===== config.mk =====
export PLATFORM = sky130hd
export DESIGN_NAME = ycc_to_rgb
export DESIGN_NICKNAME = d
export VERILOG_FILES = /design/src/rtl/ycc_to_rgb.sv
export SDC_FILE = /design/constraint.sdc
export NUM_CORES = 2
export LEC_CHECK = 0
export ABC_AREA = 1
export CELL_PAD_IN_SITES_DETAIL_PLACEMENT = 1
export CELL_PAD_IN_SITES_GLOBAL_PLACEMENT = 2
export CORE_ASPECT_RATIO = 1.1
export CORE_MARGIN = 4
export CORE_UTILIZATION = 39
export CTS_CLUSTER_SIZE = 28
export DETAILED_ROUTE_END_ITERATION = 6
export PLACE_DENSITY_LB_ADDON = 0.1
export SYNTH_ARGS = -nofsm -noshare
export SYNTH_HDL_FRONTEND = slang
export SYNTH_SLANG_ARGS = --single-unit

===== constraint.sdc =====
create_clock -name clk -period 6.75 [get_ports clk]
set_input_delay 1.35 -clock clk [delete_from_list [all_inputs] [get_ports clk]]
set_output_delay 1.35 -clock clk [all_outputs]
set_load 0.03 [all_outputs]

===== src/rtl/ycc_to_rgb.sv =====
// ycc_to_rgb
//   Converts a fixed-point YCbCr pixel stream back to packed 24-bit RGB.
//   The pipeline is fixed-latency, takes one pixel per clock and has no backpressure.
//   Each pixel carries a valid bit down the pipeline.
//   An output stage numbers the pixels of a frame in raster order and raises a sticky
//   frame-done flag when the last pixel is emitted.
//   Once the flag is set, further pixels are dropped until reset.
//
//   Timing: a pixel sampled at edge N appears on oData/oValid after edge N+4.
//     N    S1 input register
//     N+1  S2 products
//     N+2  S3 sums + rounding
//     N+3  S4 shift + clamp
//     N+4  output / pixel counter register
//
// Ports
//   clk       in   system clock, posedge
//   reset     in   synchronous, active-high
//   yccValid  in   y/cb/cr valid this cycle
//   y         in   signed luma, scaled by 2^FRAC_BITS
//   cb, cr    in   signed zero-centred chroma, scaled by 2^FRAC_BITS
//   oData     out  {R, G, B}
//   oValid    out  oData valid
//   oCol      out  column of the pixel on oData
//   oRow      out  row of the pixel on oData
//   oDone     out  last pixel of the frame emitted; sticky until reset
module ycc_to_rgb #(
    parameter int WIDTH     = 320,
    parameter int HEIGHT    = 240,
    parameter int FRAC_BITS = 8
) (
    input  logic               clk,
    input  logic               reset,
    input  logic               yccValid,
    input  logic signed [17:0] y,
    input  logic signed [17:0] cb,
    input  logic signed [17:0] cr,
    output logic        [23:0] oData,
    output logic               oValid,
    output logic        [8:0]  oCol,
    output logic        [7:0]  oRow,
    output logic               oDone
);

    // Q2.16 conversion coefficients
    localparam logic signed [17:0] KRCR = 18'sd91881;
    localparam logic signed [17:0] KGCB = 18'sd22554;
    localparam logic signed [17:0] KGCR = 18'sd46801;
    localparam logic signed [17:0] KBCB = 18'sd116130;

    // Sums carry FRAC_BITS + 16 fractional bits.
    // Adding half an LSB before the arithmetic shift rounds to nearest.
    localparam int                 SHIFT = FRAC_BITS + 16;
    localparam logic signed [39:0] ROUND = 40'sd1 <<< (SHIFT - 1);

    localparam logic [8:0] LAST_COL = 9'(WIDTH - 1);
    localparam logic [7:0] LAST_ROW = 8'(HEIGHT - 1);

    // S1
    logic               r_s1_valid;
    logic signed [17:0] r_s1_y, r_s1_cb, r_s1_cr;
    // S2
    logic               r_s2_valid;
    logic signed [35:0] r_s2_y, r_s2_p_rcr, r_s2_p_gcb, r_s2_p_gcr, r_s2_p_bcb;
    // S3
    logic               r_s3_valid;
    logic signed [39:0] r_s3_r, r_s3_g, r_s3_b;
    // S4
    logic               r_s4_valid;
    logic        [23:0] r_s4_data;
    // position of the next pixel to be emitted
    logic        [8:0]  r_col;
    logic        [7:0]  r_row;

    logic signed [39:0] w_s3_r, w_s3_g, w_s3_b;
    logic signed [39:0] w_s4_r, w_s4_g, w_s4_b;
    logic               w_last_pix;

    function automatic logic [7:0] clamp8(input logic signed [39:0] v);
        if (v < 40'sd0)
            return 8'd0;
        else if (v > 40'sd255)
            return 8'd255;
        else
            return 8'(v);
    endfunction

    always_comb begin
        w_s3_r = 40'(r_s2_y) + 40'(r_s2_p_rcr) + ROUND;
        w_s3_g = 40'(r_s2_y) - 40'(r_s2_p_gcb) - 40'(r_s2_p_gcr) + ROUND;
        w_s3_b = 40'(r_s2_y) + 40'(r_s2_p_bcb) + ROUND;
        w_s4_r = r_s3_r >>> SHIFT;
        w_s4_g = r_s3_g >>> SHIFT;
        w_s4_b = r_s3_b >>> SHIFT;
        w_last_pix = (r_col == LAST_COL) && (r_row == LAST_ROW);
    end

    always_ff @(posedge clk) begin
        if (reset) begin
            r_s1_valid <= 1'b0;
            r_s1_y     <= '0;
            r_s1_cb    <= '0;
            r_s1_cr    <= '0;
            r_s2_valid <= 1'b0;
            r_s2_y     <= '0;
            r_s2_p_rcr <= '0;
            r_s2_p_gcb <= '0;
            r_s2_p_gcr <= '0;
            r_s2_p_bcb <= '0;
            r_s3_valid <= 1'b0;
            r_s3_r     <= '0;
            r_s3_g     <= '0;
            r_s3_b     <= '0;
            r_s4_valid <= 1'b0;
            r_s4_data  <= '0;
        end else begin
            r_s1_valid <= yccValid;
            r_s1_y     <= y;
            r_s1_cb    <= cb;
            r_s1_cr    <= cr;

            // Luma is brought to the same 2^16 scale as the coefficient products.
            r_s2_valid <= r_s1_valid;
            r_s2_y     <= 36'(r_s1_y) <<< 16;
            r_s2_p_rcr <= 36'(r_s1_cr) * 36'(KRCR);
            r_s2_p_gcb <= 36'(r_s1_cb) * 36'(KGCB);
            r_s2_p_gcr <= 36'(r_s1_cr) * 36'(KGCR);
            r_s2_p_bcb <= 36'(r_s1_cb) * 36'(KBCB);

            r_s3_valid <= r_s2_valid;
            r_s3_r     <= w_s3_r;
            r_s3_g     <= w_s3_g;
            r_s3_b     <= w_s3_b;

            r_s4_valid <= r_s3_valid;
            r_s4_data  <= {clamp8(w_s4_r), clamp8(w_s4_g), clamp8(w_s4_b)};
        end
    end

    // Output stage.
    // Once oDone is set, pixels arriving behind the last one are dropped
    // and the counters stay frozen.
    always_ff @(posedge clk) begin
        if (reset) begin
            oData  <= '0;
            oValid <= 1'b0;
            oCol   <= '0;
            oRow   <= '0;
            oDone  <= 1'b0;
            r_col  <= '0;
            r_row  <= '0;
        end else if (r_s4_valid && !oDone) begin
            oValid <= 1'b1;
            oData  <= r_s4_data;
            oCol   <= r_col;
            oRow   <= r_row;
            if (w_last_pix) begin
                oDone <= 1'b1;
                r_col <= '0;
                r_row <= '0;
            end else if (r_col == LAST_COL) begin
                r_col <= '0;
                r_row <= r_row + 8'd1;
            end else begin
                r_col <= r_col + 9'd1;
            end
        end else begin
            oValid <= 1'b0;
        end
    end

endmodule

**Word level (Yosys, flattened, before mapping)**

Index checks and enable logic that the tools add are counted.

- Flip-flop bits (word level): 430
- Bits of input ports: 57

- $add $sub $neg: 9
- Multiply operators: 4
- Magnitude comparators: 6
- Eq/ne operators: 2
- Multiplexer cells: 8
- Reductions and logical operators: 9

Operators by type and width:

| operator | count |
|---|---|
| $add A37 B25 Y38 const B | 2 |
| $add A34 B36 Y37 | 2 |
| $mul A18 B17 Y35 const B | 2 |
| $mux W8 | 5 |
| $add A36 B25 Y37 const B | 1 |
| $mul A18 B18 Y36 const B | 1 |
| $sub A35 B35 Y36 | 1 |
| $sub A34 B34 Y35 | 1 |
| $mul A18 B15 Y33 const B | 1 |
| $gt A14 B9 Y1 const B | 2 |
| $lt A14 B1 Y1 const B | 2 |
| $mux W9 | 2 |
| $gt A13 B9 Y1 const B | 1 |
| $lt A13 B1 Y1 const B | 1 |
| $add A9 B1 Y9 const B | 1 |
| $eq A9 B9 Y1 const B | 1 |
| $add A8 B1 Y8 const B | 1 |
| $eq A8 B8 Y1 const B | 1 |
| $reduce_or A2 Y1 | 3 |
| $reduce_and A2 Y1 | 2 |
| $logic_and A1 B1 Y1 | 2 |
| $reduce_bool A2 Y1 | 1 |
| $logic_not A1 Y1 | 1 |
| $mux W1 | 1 |

**Depth between registers and ports, before layout**

- Depth in word-level cells: 4
- Gate-level depth with buffers: 26
- Mapped depth without buffers: 26

**Worst setup path after synthesis**

Ideal clock, no wire load.

- Path type: register -> register
- Start point: register r_s1_cb[17]
- End point: register r_s2_p_bcb[32]
- Library setup time: 0.115 ns
- Arrival: 5.737 ns
- Data required time: 6.635 ns
- Path slack: 0.898 ns
- Cell stages (with the launch flop): 19
- Path buffers: 1
- Cell sequence: dfxtp_1 > inv_2 > clkbuf_1 > fa_1 > inv_1 > ha_1 > fa_1 > inv_1 > fa_1 > fa_1 > inv_1 > ha_1 > nand2_1 > nor2_1 > inv_1 > nor3_1 > nand2_1 > a31oi_1 > nor2_1

- Word-level cells in the longest chain between the ends: 1

Ends and longest elaborated chain:

| what | line | source |
|---|---|---|
| start, declared | 61 | `logic signed [17:0] r_s1_y, r_s1_cb, r_s1_cr;` |
| start signal, assigned | 102 | `r_s1_cb <= '0;` |
| start signal, assigned | 119 | `r_s1_cb <= cb;` |
| $mul A18 B17 Y35 | 128 | `r_s2_p_bcb <= 36'(r_s1_cb) * 36'(KBCB);` |
| end signal, assigned | 128 |  |
| end, declared | 64 | `logic signed [35:0] r_s2_y, r_s2_p_rcr, r_s2_p_gcb, r_s2_p_gcr, r_s2_p_bcb;` |

No other way between the ends.
A chain may end at the register's enable or synchronous reset.

**Worst setup path after layout**

- Start point: register r_s1_cr[16]
- End point: register r_s2_p_rcr[31]

- Word-level cells in the longest chain between the ends: 1

Ends and longest elaborated chain:

| what | line | source |
|---|---|---|
| start, declared | 61 |  |
| start signal, assigned | 120 | `r_s1_cr <= cr;` |
| $mul A18 B18 Y36 | 125 | `r_s2_p_rcr <= 36'(r_s1_cr) * 36'(KRCR);` |
| end signal, assigned | 125 |  |
| end, declared | 64 |  |

No other way between the ends.

==> impl_metrics.yaml <==
drt:
  num_vias: 30408
  vias_per_cell: 4.909
  drtPass1Iterations: 5
  wirelength_um: 122300
  dr.first_iter.drc_count: 1365
  avgRoutedWirePerCell_um: 19.74
  ant_nets: 0
  drc_errors: 0
hold_path:
  hold_class: "reg -> reg"
  min_from: "r_s1_valid"
finish:
  syn2layout_area_growth_pct: 10.78
  instances_no_fill: 6194
  drive_gt1_frac: 0.02615
  nets: 5998
  final.fill_count: 11648
  diodes: 0
die:
  die_area_sq_um: 99810
  coreArea_sq_um: 94050
  die_w_um: 301.6
  ios: 100
  start_util: 0.3932
  rows: 118
  die_h_um: 331.0
global_routing:
  grt_pass1_wl_um: 189700
  grt_overflow: 0
  antenna_found_initial: 1
  grt_pass1_vias: 32511
  track_usage: 0.2491
  grt_max_degree: 83
cts:
  cts-root-buf: "clkbuf_16"
  cts_tree: "yes"
  holdBufCountCts: 0
  clk_path_buf_depth: 3
  cts_resized: 0
  insertion_delay_ns: 0.62
  cts_setup_buffers: 0
  cts.reportedPaths.clkPinSlew_ns: 0.07
  cts_sinks: 309
  numCtsBuffers: 38
  ctsHtreeMaxLevel: 2
status:
  outcome: "complete, no violations"
placed_design:
  gp_congestion: 0.8981
  portBuffers: 99
  place_inst: 6125
  dp_hpwl_um: 107200
setup_path:
  cp_top_family: "adder cells"
  cp_common_cell: "inv_1"
  arrival_ns: 6.54
  critPathMaxFanout: 9
  crit_required_ns: 7.23
  r2r_end: "r_s2_p_rcr[31]"
  reg2regPathDepth: 23
  cp-end-kind: "flip-flop"
  slowest_delay_ns: 0.61
  crit_start: "r_s1_cr[16]"
  slowest_stage: "dfxtp_1"
  cp.depth: 23
  crit_type: "reg -> reg"
  startpoint_type: "flip-flop"
  r2r_setup_slack_ns: 0.69
  rr_startpoint: "r_s1_cr[16]"
  critPathCapture: "r_s2_p_rcr[31]"
  crit_path_cell_trace: "inv_1 > ha_1 > inv_1 > fa_1 > inv_1 > fa_1 > inv_1 > fa_1 > fa_1 > inv_1 > fa_1 > inv_1 > ha_1 > nand2_1 > nor2_1 > inv_1 > nor3_1 > inv_1 > nor3_1 > nand2_1 > nand3_1 > nand2_1 > nor2_1"
  crit_buf_inv: 8
synthesis:
  ys_seq_area_frac: 0.1673
  synth_top_flop_cell: "dfxtp_1"
  syn_inst: 4778
  synthDistinctLibCells: 51
  synth_area_sq_um: 36980
  postSynthAreaPerCell_sq_um: 7.739
  synth_edf_count: 0
  ys_warn_count: 0
  syn-num-nets: 5871
  async_flop_share: 0
  ys_seq_elements: 309
timing:
  max-slew-margin-rel: 0.3571
  setup_viol: 0
  finalCritPeriodShare: 0.8977
  rsz0062_at_grt: "no"
  final-hold-violation-count: 0
  drv_slew: 0
  min_period_ns: 6.060
  worstMarginPinSlew_ns: 0.9643
  fin_skew_ns: 0.04422
  fin_setup_tns_ns: 0
  timing.fmax_ghz: 0.1650
pwr:
  ir_worst_vdd_mv: 0.2921
  p_per_area_nw_per_um2: 470.9
  combPwrFrac: 0.755
  p_clk_frac: 0.115
  p_sw_uw: 10990
  p_leak_uw: 0.02187
  seqPwrFrac: 0.129
  swShare: 0.5698
  p_int_uw: 8300
flow_run:
  drv_cap: 0
-- tightest hold or removal path, stage by stage (launching register included) --
cell and delay [ns]:
dfxtp_1 0.29, inv_1 0.04, nor2_1 0.03
-- state kept, by name, summed over array words and instances, names as in the netlist, 13 cells and up --
register / count
r_s1_cb: 18
r_s1_y: 18
r_s4_data: 24
r_s1_cr: 18
r_s3_r: 14
r_s3_g: 13
r_s2_p_gcb: 33
oData: 24
r_s2_p_rcr: 23
r_s2_p_bcb: 20
r_s2_y: 18
r_s2_p_gcr: 32
r_s3_b: 14
-- placed cells by master (no fill, tap or decap), types with 61 or more instances in the layout --
master	n
a21oi_1	337
nor3_1	61
inv_1	1213
o21ai_0	219
clkdlybuf4s50_1	98
nor2_1	518
nand2_1	667
ha_1	624
nand3_1	133
fa_1	412
dfxtp_1	307
-- metrics by stage --
step | worst slack (ns) | power, uW | area [sq um] | hold WS [ns] | util
6_report | 0.6902 | 19290 | 40970 | 0.3983 | 0.4356
5_1_grt | 0.3649 | 21460 | 40970 | 0.4143 | 0.4356
4_1_cts | 0.7277 | 19420 | 40970 | 0.4024 | 0.4356
3_5_place_dp | 0.8189 | 17010 | 39630 | 0.3968 | 0.4214
3_3_place_gp | 0.8440 | 16900 | 39630 | 0.3909 | 0.4214
2_1_floorplan | 0.8980 | 12010 | 36980 | 0.3883 | -
-- synthesized netlist by cell type (14+ instances only) --
cell         n  area [sq um]
xnor2_1     14         122.6
nand3_1    133         665.6
nand4_1     29         181.4
clkbuf_1    38         142.6
o21a_1      18         135.1
fa_1       412          8248
o21bai_1    44         330.3
dfxtp_1    309          6186
ha_1       624          7807
a21o_1      17         127.6
nand2_1    667          2504
a21oi_1    337          1687
a31oi_1     14         87.58
nor3_1      61         305.3
xor2_1      22         192.7
inv_1     1213          4553
nor2_1     518          1944
o21ai_0    219          1096
-- power groups by stage --
stage          Sequential, uW  Combinational, uW  Clock (uW)
2_1_floorplan            2420               9590           0
3_3_place_gp             2540              14400           0
3_5_place_dp             2550              14500           0
4_1_cts                  2510              14600        2310
5_1_grt                  2530              16600        2370
6_report                 2500              14600        2230
-- worst min-delay path by stage --
stage            endpoint  slack, ns  cells past startpoint
3_3_place_gp   r_s2_valid       0.39                      2
6_report       r_s2_valid       0.40                      2
3_5_place_dp   r_s4_valid       0.40                      2
4_1_cts        r_s2_valid       0.40                      2
5_1_grt        r_s2_valid       0.41                      2
2_1_floorplan  r_s2_valid       0.39                      2
-- cell families after synthesis --
logic type	Yosys count	synth area share
flip-flops	309	0.1673
AO/OA/AOI/OAI	683	0.1006
AND/OR/NAND/NOR	1448	0.1597
adder cells (fa/ha/maj)	1037	0.4344
XOR/XNOR	37	0.008966
multiplexers	3	0.0008797
buffers and inverters	1261	0.1281
-- routing by layer --
metal	wire length (um)	GRT usage	vias to the layer above	share of wire
met4	3110	0.06388	0	0.025
met3	4631	0.03291	118	0.038
met1	59210	0.3483	14820	0.48
li1	-	-	15034	-
met2	55320	0.4078	436	0.45
met5	0	0	-	0
-- final cells by class --
type                       count  area, sq um  share of cell area
clock buffer                  50         1057             0.02581
multi-input combinational   3208        26060              0.6360
tap                         1260         1577             0.03848
clock inverter                19        276.5            0.006750
inverter                    1217         4571              0.1116
timing repair buffer         131         1241             0.03030
sequential                   309         6188              0.1511
Note: power is estimated with default switching activity, not from simulation.
